## config.mk

```make
export PLATFORM = sky130hd
export DESIGN_NAME = ram_arbiter
export DESIGN_NICKNAME = d
export VERILOG_FILES = /design/src/rtl/ram_arb_pkg.sv /design/src/rtl/rd_return_pipe.sv /design/src/rtl/ram_arbiter.sv
export SDC_FILE = /design/constraint.sdc
export NUM_CORES = 1
export LEC_CHECK = 0
export BUFFER_PORTS_ARGS = -buffer_cell sky130_fd_sc_hd__buf_2
export CAP_MARGIN = 20
export CORE_AREA = 2 2 43 45
export CTS_CLUSTER_DIAMETER = 200
export DETAILED_ROUTE_END_ITERATION = 10
export DIE_AREA = 0 0 45 47
export PLACE_DENSITY = 0.8
export REMOVE_ABC_BUFFERS = 1
export SETUP_SLACK_MARGIN = 0.4
export SLEW_MARGIN = 20
export SYNTH_ARGS = -nofsm -noshare
export SYNTH_HDL_FRONTEND = slang
export SYNTH_SLANG_ARGS = --single-unit
```

## constraint.sdc

```tcl
create_clock -name CLOCK_50 -period 2.4 [get_ports CLOCK_50]
set_input_delay 0.24 -clock CLOCK_50 [delete_from_list [all_inputs] [get_ports CLOCK_50]]
set_output_delay 0.24 -clock CLOCK_50 [all_outputs]
set_load 0.01 [all_outputs]
```

## src/rtl/ram_arb_pkg.sv

```systemverilog
// Shared types and default sizes for the two-client RAM arbiter.
// Pure declarations; no timing or flow-control behaviour lives here.
package ram_arb_pkg;

  localparam int DEF_ADDR_W = 5;
  localparam int DEF_DATA_W = 8;
  localparam int DEF_RD_LAT = 2;

  typedef enum logic {
    OWN_SEARCH = 1'b0,
    OWN_LOADER = 1'b1
  } owner_t;

  typedef enum logic [1:0] {
    ARB   = 2'd0,
    LOCK0 = 2'd1,
    LOCK1 = 2'd2
  } arb_state_t;

  typedef struct packed {
    logic   valid;
    owner_t owner;
  } ret_entry_t;

endpackage

```

## src/rtl/rd_return_pipe.sv

```systemverilog
// Read-return tracker: DEPTH-stage shift of {valid, owner}; tail appears DEPTH cycles after push.
// No backpressure: one entry enters and one leaves every cycle; sync reset empties it.
module rd_return_pipe
  import ram_arb_pkg::*;
#(
  parameter int DEPTH = DEF_RD_LAT
) (
  input  logic       clk,
  input  logic       rst,
  input  ret_entry_t din,
  output ret_entry_t dout
);

  ret_entry_t stage [DEPTH];

  always_ff @(posedge clk) begin
    if (rst) begin
      for (int i = 0; i < DEPTH; i++) begin
        stage[i] <= '{valid: 1'b0, owner: OWN_SEARCH};
      end
    end else begin
      stage[0] <= din;
      for (int i = 1; i < DEPTH; i++) begin
        stage[i] <= stage[i-1];
      end
    end
  end

  assign dout = stage[DEPTH-1];

endmodule

```

## src/rtl/ram_arbiter.sv

```systemverilog
// Round-robin share of one single-port RAM between search (0) and loader (1); grant same cycle, read data RD_LAT later.
// Losing client holds its request; RAM_ARB_LOCK_EN enables lock0/lock1 ownership hold.
module ram_arbiter
  import ram_arb_pkg::*;
#(
  parameter int ADDR_W = DEF_ADDR_W,
  parameter int DATA_W = DEF_DATA_W,
  parameter int RD_LAT = DEF_RD_LAT
) (
  input  logic              CLOCK_50,
  input  logic              Reset,
  input  logic              req0,
  input  logic              req1,
  input  logic              we0,
  input  logic              we1,
  input  logic [ADDR_W-1:0] addr0,
  input  logic [ADDR_W-1:0] addr1,
  input  logic [DATA_W-1:0] wdata0,
  input  logic [DATA_W-1:0] wdata1,
  input  logic              lock0,
  input  logic              lock1,
  output logic              gnt0,
  output logic              gnt1,
  output logic              rvalid0,
  output logic              rvalid1,
  output logic [DATA_W-1:0] rdata,
  output logic [ADDR_W-1:0] ram_addr,
  output logic [DATA_W-1:0] ram_wdata,
  output logic              ram_wren,
  input  logic [DATA_W-1:0] ram_q
);

  arb_state_t state;
  logic       prio;
  ret_entry_t push;
  ret_entry_t tail;

  always_comb begin
    gnt0 = 1'b0;
    gnt1 = 1'b0;
    if (!Reset) begin
      case (state)
        // Dropping the lock ends ownership with one idle cycle, no grant.
        LOCK0: gnt0 = req0 & lock0;
        LOCK1: gnt1 = req1 & lock1;
        default: begin
          if (req0 && req1) begin
            gnt0 = ~prio;
            gnt1 = prio;
          end else begin
            gnt0 = req0;
            gnt1 = req1;
          end
        end
      endcase
    end
  end

  always_ff @(posedge CLOCK_50) begin
    if (Reset) begin
      state <= ARB;
      prio  <= 1'b0;
    end else begin
      if (state == ARB) begin
        if (gnt0) prio <= 1'b1;
        else if (gnt1) prio <= 1'b0;
      end
`ifdef RAM_ARB_LOCK_EN
      case (state)
        ARB: begin
          if (gnt0 && lock0) state <= LOCK0;
          else if (gnt1 && lock1) state <= LOCK1;
        end
        LOCK0:   if (!lock0) state <= ARB;
        LOCK1:   if (!lock1) state <= ARB;
        default: state <= ARB;
      endcase
`else
      state <= ARB;
`endif
    end
  end

`ifndef RAM_ARB_LOCK_EN
  logic unused_lock;
  assign unused_lock = lock0 ^ lock1;
`endif

  assign ram_wren  = (gnt0 & we0) | (gnt1 & we1);
  assign ram_addr  = gnt1 ? addr1 : addr0;
  assign ram_wdata = gnt0 ? wdata0 : (gnt1 ? wdata1 : '0);

  assign push.valid = (gnt0 & ~we0) | (gnt1 & ~we1);
  assign push.owner = gnt1 ? OWN_LOADER : OWN_SEARCH;

  rd_return_pipe #(.DEPTH(RD_LAT)) u_ret (
    .clk  (CLOCK_50),
    .rst  (Reset),
    .din  (push),
    .dout (tail)
  );

  // Gated by Reset so a read still in flight when reset hits never surfaces.
  assign rvalid0 = ~Reset & tail.valid & (tail.owner == OWN_SEARCH);
  assign rvalid1 = ~Reset & tail.valid & (tail.owner == OWN_LOADER);
  assign rdata   = ram_q;

endmodule
```

==> key figures, run 1 <==
Route
  – DR DRC count: 0
  – Final wirelength: ~1400 um
  – Vias: ~570
  – Pre-antenna DRT Iters: 2
  – ANT nets after route: 0
  – WL/cell: roughly 12 um
  – Iter 0 DRT Violations: 5
  – Vias per std cell: 4.93

Min path
  – Hold WC Path Type: in -> reg
  – Hold EP: u_ret.stage[0][1]$_SDFF_PP0_
  – Hold path depth: 2
  – Hold path startpoint: we1

STA
  – Fin crit share: 0.736
  – Final setup TNS: 0 ns
  – Final hold violations: 0
  – Unrepaired setup endpoints after global routing: false
  – Hold WS: 0.203 ns
  – Setup Viol. Count Final: 0
  – Slew HR: 0.808
  – Max Freq: ~570 MHz
  – Worst setup margin: around 0.63 ns
  – Clock Skews: around 0.0002 ns
  – Post-layout min period: roughly 1.8 ns
  – Actual slew at the worst max-slew pin: 0.289 ns
  – Count of final max-slew check failures: 0

Placed design
  – Dpl ws: between 0.8 and 0.9 ns
  – Inst Count DP: 111
  – Dpl hpwl: between 1000 and 1500 um
  – Port Buffers: between 40 and 50
  – Post-place instance area: around 670 um^2
  – Global placement routability congestion: slightly above 0.6

Clocking
  – Post-CTS Setup Bufs: 0
  – Cts repair resizes: 0
  – Clk buf depth: 2
  – Worst-Skew Late Latency: ~0.24 ns
  – TritonCTS clock tree: done
  – Clk sink count: 5
  – Cts bufs inserted: 3
  – Root Driver: clkbuf_4
  – # hold bufs at CTS: 0
  – Clock slew at reported path FFs: approximately 0.040 ns
  – CTS H-Tree Depth: 1

Synthesis
  – Mapped cell area: a little under 500 um^2
  – FF+latch count, synth: 5
  – Post-synthesis sequential area ratio: 0.207
  – Top cells by area, synth: dfxtp_1, a32oi_1, mux2_4
  – FFs w/ async S/R, synth: 0
  – Syn avg cell area: 8.47 um^2
  – EDFF count, synth: 0
  – Ys flop type: dfxtp_1
  – Netlist cell types: 17
  – Synth Instances: 57
  – Yosys warning total: 0
  – Count leader, synth: nor2_1
  – Synth top area share: 0.207
  – Synth cell count leaders: nor2_1, a32oi_1, buf_4, dfxtp_1, mux2_4
  – Area leader, netlist: dfxtp_1

Worst setup path
  – CP Launch Type: flop
  – R2R Path End: u_ret.stage[0][1]$_SDFF_PP0_
  – Kind of end point of the critical path: primary output
  – Start of the worst register-to-register path: prio$_SDFFE_PP0P_
  – Crit path DAT: about 1.5 ns
  – WS Path Type: reg -> out
  – Reg2reg path depth: 3
  – Critical path peak fanout: 11
  – FF-to-FF setup slack: approximately 1.4 ns
  – Crit path required time: roughly 2.2 ns

Floorplan
  – Initial core utilization: 0.292
  – # IOs: just under 70
  – Die width: around 45 um
  – Site row count: 15
  – Full die area: between 0.002 and 0.0025 mm^2
  – Core Box Area: about 0.0017 mm^2
  – Die height: between 40 and 50 um

Final layout
  – Post-layout util: 0.422
  – Area occupied by registers: roughly 100 um^2
  – Fillers: around 180
  – Syn-to-layout area delta: 44.3%
  – Multi-input gate area: between 200 and 300 um^2
  – Ant diodes: 0
  – Nets: 141
  – Final cell count without fillers: 115
  – Layout cell share with drive strength beyond 1: 0.612
  – Post-route cell area: around 700 um^2

Status
  – Status: finished, final reports clean

Global routing
  – Grt ovf: 0
  – First-pass GRT wire length: approximately 1900 um
  – Overall routing resource usage: 0.122
  – Pin count of the biggest net entering global routing: 19
  – Initial antenna violation count: 0
  – Number of global-route vias before repair: between 400 and 500

Power
  – Worst vdd ir: around 0.17 mV
  – Final Power: slightly below 0.3 mW
  – Leakage: between 0.4 and 0.5 nW
  – Power per standard cell area: between 400 and 500 mW/mm^2

Job
  – Max_cap viols: 0
[registers in the layout, indices dropped and copies added, names as in the netlist]
| register | flops |
|---|---|
| u_ret.stage | 4 |
| prio | 1 |
[worst max-delay path by stage]
stage	start	to	depth (start not counted)
detailed placement	prio$_SDFFE_PP0P_	ram_addr[4]	4
finish	prio$_SDFFE_PP0P_	ram_addr[4]	4
global route	prio$_SDFFE_PP0P_	ram_addr[0]	4
global placement	prio$_SDFFE_PP0P_	ram_addr[0]	4
CTS	prio$_SDFFE_PP0P_	ram_addr[4]	4
floorplan	prio$_SDFFE_PP0P_	ram_addr[0]	3
[logic make-up after synthesis]
group / after synthesis / share of synthesized area
flops: 5 / 0.207
simple gates: 20 / 0.233
buf+inv: 15 / 0.194
compound gates: 12 / 0.210
mux: 5 / 0.155
[report_power, final]
group / total (mW) / internal (mW) / switching [mW]
Sequential: 0.0903 / 0.0882 / 0.00216
Combinational: 0.106 / 0.0556 / 0.0505
Clock: 0.0953 / 0.0627 / 0.0325
[final cells by class]
cell class | count | share of cell area
Inverter | 2 | 0.0108
Sequential cell | 5 | 0.144
Multi-Input combinational cell | 37 | 0.415
Clock buffer | 4 | 0.0377
Timing Repair Buffer | 50 | 0.363
Tap cell | 17 | 0.0305
[placed cells by master, fill, tap and decap left out]
cell	synthesis	layout
o31ai_1	1	1
nand2b_2	1	1
inv_1	2	2
a32oi_1	9	9
a21boi_1	1	1
mux2_4	5	5
and3b_1	1	1
dfxtp_1	5	5
nor2b_1	3	3
nor2_1	11	11
buf_2	3	49
clkbuf_1	1	1
a211oi_1	1	1
clkbuf_4	0	3
nand2_1	2	2
nor3b_1	1	1
nand3b_4	1	1
buf_4	9	1
[critical path, cell delays in order, from the launching register on]
cell      delay (ns)
dfxtp_1         0.36
nand2b_2        0.28
nand3b_4        0.17
mux2_4          0.33
buf_2           0.14
[layer usage]
| layer | vias to the layer above | part of all wire | GRT usage |
|---|---|---|---|
| met5 | - | 0 | 0 |
| li1 | 278 | - | - |
| met2 | 35 | 0.56 | 0.220 |
| met4 | 0 | 0 | 0.0706 |
| met3 | 0 | 0.091 | 0.0500 |
| met1 | 254 | 0.34 | 0.118 |
No activity file was read; power rests on OpenSTA's default activity.
==> run 2: changes to the inputs <==
- CORE_AREA: 2 2 43 45 -> 2 2 47 49
- DIE_AREA: 0 0 45 47 -> 0 0 49 51
- PLACE_DENSITY: 0.8 -> 0.71
- clock period: 2.4 -> 1.6 ns (I/O delays scaled with it)
==> key figures, run 2 (synthesis gave the netlist of run 1 again) <==
Status
  – Status: finished, final reports clean (unchanged)

Clocking
  – Clk buf depth: 2 (unchanged)
  – Clk sink count: 5 (unchanged)
  – # hold bufs at CTS: 0 (unchanged)
  – TritonCTS clock tree: done (unchanged)
  – Clock slew at reported path FFs: 0.04 ns (about the same)
  – Root Driver: clkbuf_4 (unchanged)
  – Worst-Skew Late Latency: 0.24 ns (about the same)
  – Post-CTS Setup Bufs: 0 (unchanged)
  – CTS H-Tree Depth: 1 (unchanged)
  – Cts bufs inserted: 3 (unchanged)

Route
  – Vias per std cell: 4.40 (was 4.93)
  – DR DRC count: 0 (unchanged)
  – WL/cell: 12.2 um (was 12.0 um)
  – Pre-antenna DRT Iters: 4 (was 2)
  – Vias: 563 (was 567)
  – Final wirelength: 1560 um (was 1380 um)
  – ANT nets after route: 0 (unchanged)
  – Iter 0 DRT Violations: 7 (was 5)

Worst setup path
  – Crit path DAT: 1.34 ns (was 1.53 ns)
  – CP max stage delay: 0.36 ns (about the same)
  – CP Launch Type: flop (unchanged)
  – Cells along the critical path: nand2b_4, nand3b_4, mux2_4, buf_6 (was nand2b_2, nand3b_4, mux2_4, buf_2)
  – WS Path Type: reg -> out (unchanged)
  – Critical path peak fanout: 7 (was 11)
  – Crit path required time: 1.44 ns (was 2.16 ns)
  – Kind of end point of the critical path: primary output (unchanged)
  – CP max stage cell: dfxtp_4 (was dfxtp_1)

Global routing
  – Initial antenna violation count: 0 (unchanged)
  – First-pass GRT wire length: 2420 um (was 1890 um)
  – Overall routing resource usage: 0.130 (was 0.122)
  – Number of global-route vias before repair: 522 (was 484)
  – Pin count of the biggest net entering global routing: 18 (was 19)
  – Grt ovf: 0 (unchanged)

STA
  – Fin crit share: 0.935
  – Final hold violations: 0 (unchanged)
  – Post-layout min period: about 1.5 ns
  – Setup Viol. Count Final: 0 (unchanged)
  – Hold WS: 0.126 ns (was 0.203 ns)
  – Unrepaired setup endpoints after global routing: true (was false)
  – Actual slew at the worst max-slew pin: 0.281 ns (was 0.289 ns)
  – Max Freq: approximately 670 MHz
  – Slew HR: 0.813 (was 0.808)
  – Final setup TNS: 0 ns (unchanged)
  – Clock Skews: 0.00257 ns (was 0.000199 ns)
  – Count of final max-slew check failures: 0 (unchanged)

Floorplan
  – Die height: 51 um (was 47 um)
  – Die width: 49 um (was 45 um)
  – Core Box Area: 0.00206 mm^2 (was 0.00165 mm^2)
  – # IOs: 68 (unchanged)
  – Full die area: 0.00250 mm^2 (was 0.00212 mm^2)
  – Initial core utilization: 0.234 (was 0.292)
  – Site row count: 17 (was 15)

Final layout
  – Nets: 143 (was 141)
  – Biggest regs: u_ret.stage: 4 flops, prio: 1 flops (unchanged)
  – Multi-input gate area: 305 um^2 (was 289 um^2)
  – Syn-to-layout area delta: 62.4% (was 44.3%)
  – Ant diodes: 0 (unchanged)
  – Commonest cells after routing, fill and taps aside: buf_2, nor2_1, a32oi_1, buf_6, mux2_4 (was buf_2, nor2_1, a32oi_1, mux2_4, dfxtp_1)
  – Area occupied by registers: 104 um^2 (was 100 um^2)
  – Fillers: 209 (was 179)
  – Layout cell share with drive strength beyond 1: 0.650 (was 0.612)
  – Top reg by flops: u_ret.stage (unchanged)
  – Most common cell after layout, fill and taps aside: buf_2 (unchanged)
  – Largest register FFs: 4 (unchanged)

Placed design
  – Dpl hpwl: 1220 um (was 1110 um)
  – Global placement routability congestion: 0.696 (was 0.604)
  – Port Buffers: 49 (unchanged)

Power
  – Worst vdd ir: 0.242 mV (was 0.172 mV)
  – Power per standard cell area: 593 mW/mm^2 (was 419 mW/mm^2)
  – Leakage: 0.438 nW (was 0.409 nW)

Job
  – Max_cap viols: 0 (unchanged)

Min path
  – Hold WC Path Type: in -> reg (unchanged)
-- run 2: worst paths after layout --
path / from / endpoint / slack [ns] / cells past startpoint
worst min-delay path: we1 / u_ret.stage[0][1]$_SDFF_PP0_ / 0.13 / 2
worst max register to register: prio$_SDFFE_PP0P_ / u_ret.stage[0][1]$_SDFF_PP0_ / 0.64 / 4
worst min register to register: u_ret.stage[0][1]$_SDFF_PP0_ / u_ret.stage[0][3]$_SDFF_PP0_ / 0.43 / 1
worst max-delay path: prio$_SDFFE_PP0P_ / ram_addr[0] / 0.10 / 4
-- run 2: final cells by class --
cell class	instances	share of cell area
clock buffer	4	0.0335
inverter	2	0.00957
multi-input combinational	37	0.389
sequential	5	0.132
tap	28	0.0447
timing repair buffer	52	0.391
-- run 2: critical path: cells and delay by family, from the launching register on --
kind	cells	cell delay, ns
DFF	1	0.36
muxes	1	0.34
and+or+nand+nor	2	0.28
buffers and inverters	1	0.12
-- run 2: metrics by stage --
stage               total power [mW]  instances  setup slack, ns  cell area [um^2]  utilization
global placement               0.299        124            0.336               699        0.339
CTS                            0.467        128            0.102               763        0.370
global route                   0.501        128           0.0524               785        0.380
finish                         0.465        128            0.104               785        0.380
detailed placement             0.304        124            0.285               699        0.339
floorplan                      0.214         44            0.392               397            -
-- run 2: metal layers --
| metal | part of all wire | global-route usage | vias up |
|---|---|---|---|
| li1 | - | - | 282 |
| met1 | 0.37 | 0.124 | 239 |
| met2 | 0.48 | 0.224 | 42 |
| met3 | 0.15 | 0.0906 | 0 |
| met4 | 0 | 0.0429 | 0 |
| met5 | 0 | 0 | - |
-- run 2: what timing repair did --
item                                   in CTS  in global routing
pin swaps                                   0                  0
gates resized for setup                     7                  5
endpoints found under the hold margin       0                  0
setup endpoints to repair                  16                 16
-- run 2: power by group --
part,internal (mW),switching (mW)
clock,0.0941,0.0481
sequential,0.132,0.00376
combinational,0.104,0.0835
total,0.330,0.135
==> run 3: changes to the inputs <==
- SETUP_SLACK_MARGIN: 0.4 -> unset
==> key figures, run 3 (synthesis gave the netlist of run 1 again) <==
Status
  – Status: finished, final reports clean (unchanged)

Worst setup path
  – WS Path Type: reg -> out (unchanged)
  – Kind of end point of the critical path: primary output (unchanged)
  – Crit path DAT: 1.38 ns (was 1.34 ns)
  – FF-to-FF setup slack: 0.61 ns (was 0.64 ns)
  – Critical path peak fanout: 7 (unchanged)
  – CP Launch Type: flop (unchanged)
  – Crit path required time: 1.44 ns (about the same)

Final layout
  – Layout cell share with drive strength beyond 1: 0.650 (unchanged)
  – Multi-input gate area: 300 um^2 (was 305 um^2)
  – Biggest regs: u_ret.stage: 4 flops, prio: 1 flops (unchanged)
  – Top reg by flops: u_ret.stage (unchanged)
  – Syn-to-layout area delta: 53.6% (was 62.4%)
  – Nets: 143 (unchanged)
  – Post-layout util: 0.360 (was 0.380)
  – Most common cell after layout, fill and taps aside: buf_2 (unchanged)
  – Post-route cell area: 742 um^2 (was 785 um^2)
  – Commonest cells after routing, fill and taps aside: buf_2, nor2_1, a32oi_1, mux2_4, dfxtp_1 (was buf_2, nor2_1, a32oi_1, buf_6, mux2_4)
  – Final cell count without fillers: 128 (unchanged)
  – Largest register FFs: 4 (unchanged)
  – Fillers: 218 (was 209)
  – Ant diodes: 0 (unchanged)
  – Area occupied by registers: 101 um^2 (was 104 um^2)

STA
  – Hold WS: 0.127 ns (was 0.126 ns)
  – Post-layout min period: 1.54 ns (was 1.50 ns)
  – Setup Viol. Count Final: 0 (unchanged)
  – Final hold violations: 0 (unchanged)
  – Count of final max-slew check failures: 0 (unchanged)
  – Actual slew at the worst max-slew pin: 0.291 ns (was 0.281 ns)
  – Worst setup margin: 0.0623 ns (was 0.104 ns)
  – Fin crit share: 0.961 (was 0.935)
  – Clock Skews: 0.00466 ns (was 0.00257 ns)
  – Max Freq: 650 MHz (was 668 MHz)
  – Slew HR: 0.806 (was 0.813)
  – Unrepaired setup endpoints after global routing: false (was true)
  – Final setup TNS: 0 ns (unchanged)

Floorplan
  – Full die area: 0.00250 mm^2 (unchanged)
  – Initial core utilization: 0.234 (unchanged)
  – # IOs: 68 (unchanged)
  – Site row count: 17 (unchanged)
  – Die height: 51 um (unchanged)
  – Die width: 49 um (unchanged)
  – Core Box Area: 0.00206 mm^2 (unchanged)

Placed design
  – Inst Count DP: 124 (unchanged)
  – Dpl hpwl: 1220 um (unchanged)
  – Dpl ws: 0.285 ns (unchanged)
  – Global placement routability congestion: 0.696 (unchanged)
  – Post-place instance area: 699 um^2 (unchanged)
  – Port Buffers: 49 (unchanged)

Power
  – Final Power: 0.450 mW (was 0.465 mW)
  – Worst vdd ir: 0.245 mV (was 0.242 mV)
  – Power per standard cell area: 607 mW/mm^2 (was 593 mW/mm^2)
  – Leakage: 0.422 nW (was 0.438 nW)

Clocking
  – Clock slew at reported path FFs: 0.05 ns (was 0.04 ns)
  – Cts repair resizes: 0 (was 7)
  – Root Driver: clkbuf_4 (unchanged)
  – # hold bufs at CTS: 0 (unchanged)
  – Post-CTS Setup Bufs: 0 (unchanged)
  – Cts bufs inserted: 3 (unchanged)
  – Clk buf depth: 2 (unchanged)
  – Worst-Skew Late Latency: 0.24 ns (about the same)
  – TritonCTS clock tree: done (unchanged)
  – Clk sink count: 5 (unchanged)
  – CTS H-Tree Depth: 1 (unchanged)

Min path
  – Hold WC Path Type: in -> reg (unchanged)

Job
  – Max_cap viols: 0 (unchanged)

Global routing
  – Pin count of the biggest net entering global routing: 18 (unchanged)
  – Initial antenna violation count: 0 (unchanged)
  – First-pass GRT wire length: 2380 um (was 2420 um)
  – Overall routing resource usage: 0.128 (was 0.130)
  – Grt ovf: 0 (unchanged)
  – Number of global-route vias before repair: 516 (was 522)

Route
  – Vias per std cell: 4.45 (was 4.40)
  – Iter 0 DRT Violations: 13 (was 7)
  – ANT nets after route: 0 (unchanged)
  – Vias: 570 (was 563)
  – DR DRC count: 0 (unchanged)
  – WL/cell: 12.2 um (about the same)
  – Final wirelength: 1560 um (about the same)
  – Pre-antenna DRT Iters: 4 (unchanged)
-- run 3: report_power, final --
group	internal [mW]	switching [mW]	leakage, nW
Clock	0.0941	0.0491	0.0150
Sequential	0.133	0.00342	0.0414
Combinational	0.0903	0.0805	0.365
-- run 3: cell type report --
cell class | count | share of cell area
clock buffer | 4 | 0.0354
sequential | 5 | 0.137
multi-input combinational | 37 | 0.405
timing repair buffer | 52 | 0.366
tap | 28 | 0.0472
inverter | 2 | 0.0101
-- run 3: per-layer routing --
| metal | up-vias | track usage | share of wire |
|---|---|---|---|
| met1 | 244 | 0.127 | 0.38 |
| met4 | 0 | 0.0429 | 0 |
| met3 | 0 | 0.0906 | 0.15 |
| met5 | - | 0 | 0 |
| met2 | 42 | 0.210 | 0.47 |
| li1 | 284 | - | - |
-- run 3: worst max-delay path: stages (launching register included) --
cell      delay, ns
dfxtp_2        0.33
nand2b_2       0.21
nand3b_4       0.15
mux2_4         0.31
buf_2          0.14
-- run 3: path summary, 6_finish.rpt --
kind,startpoint,end,cells after the start
hold / removal,we1,u_ret.stage[0][1]$_SDFF_PP0_,2
setup reg to reg,prio$_SDFFE_PP0P_,u_ret.stage[0][1]$_SDFF_PP0_,4
hold reg to reg,u_ret.stage[0][1]$_SDFF_PP0_,u_ret.stage[0][3]$_SDFF_PP0_,1
setup / recovery,prio$_SDFFE_PP0P_,ram_addr[1],4
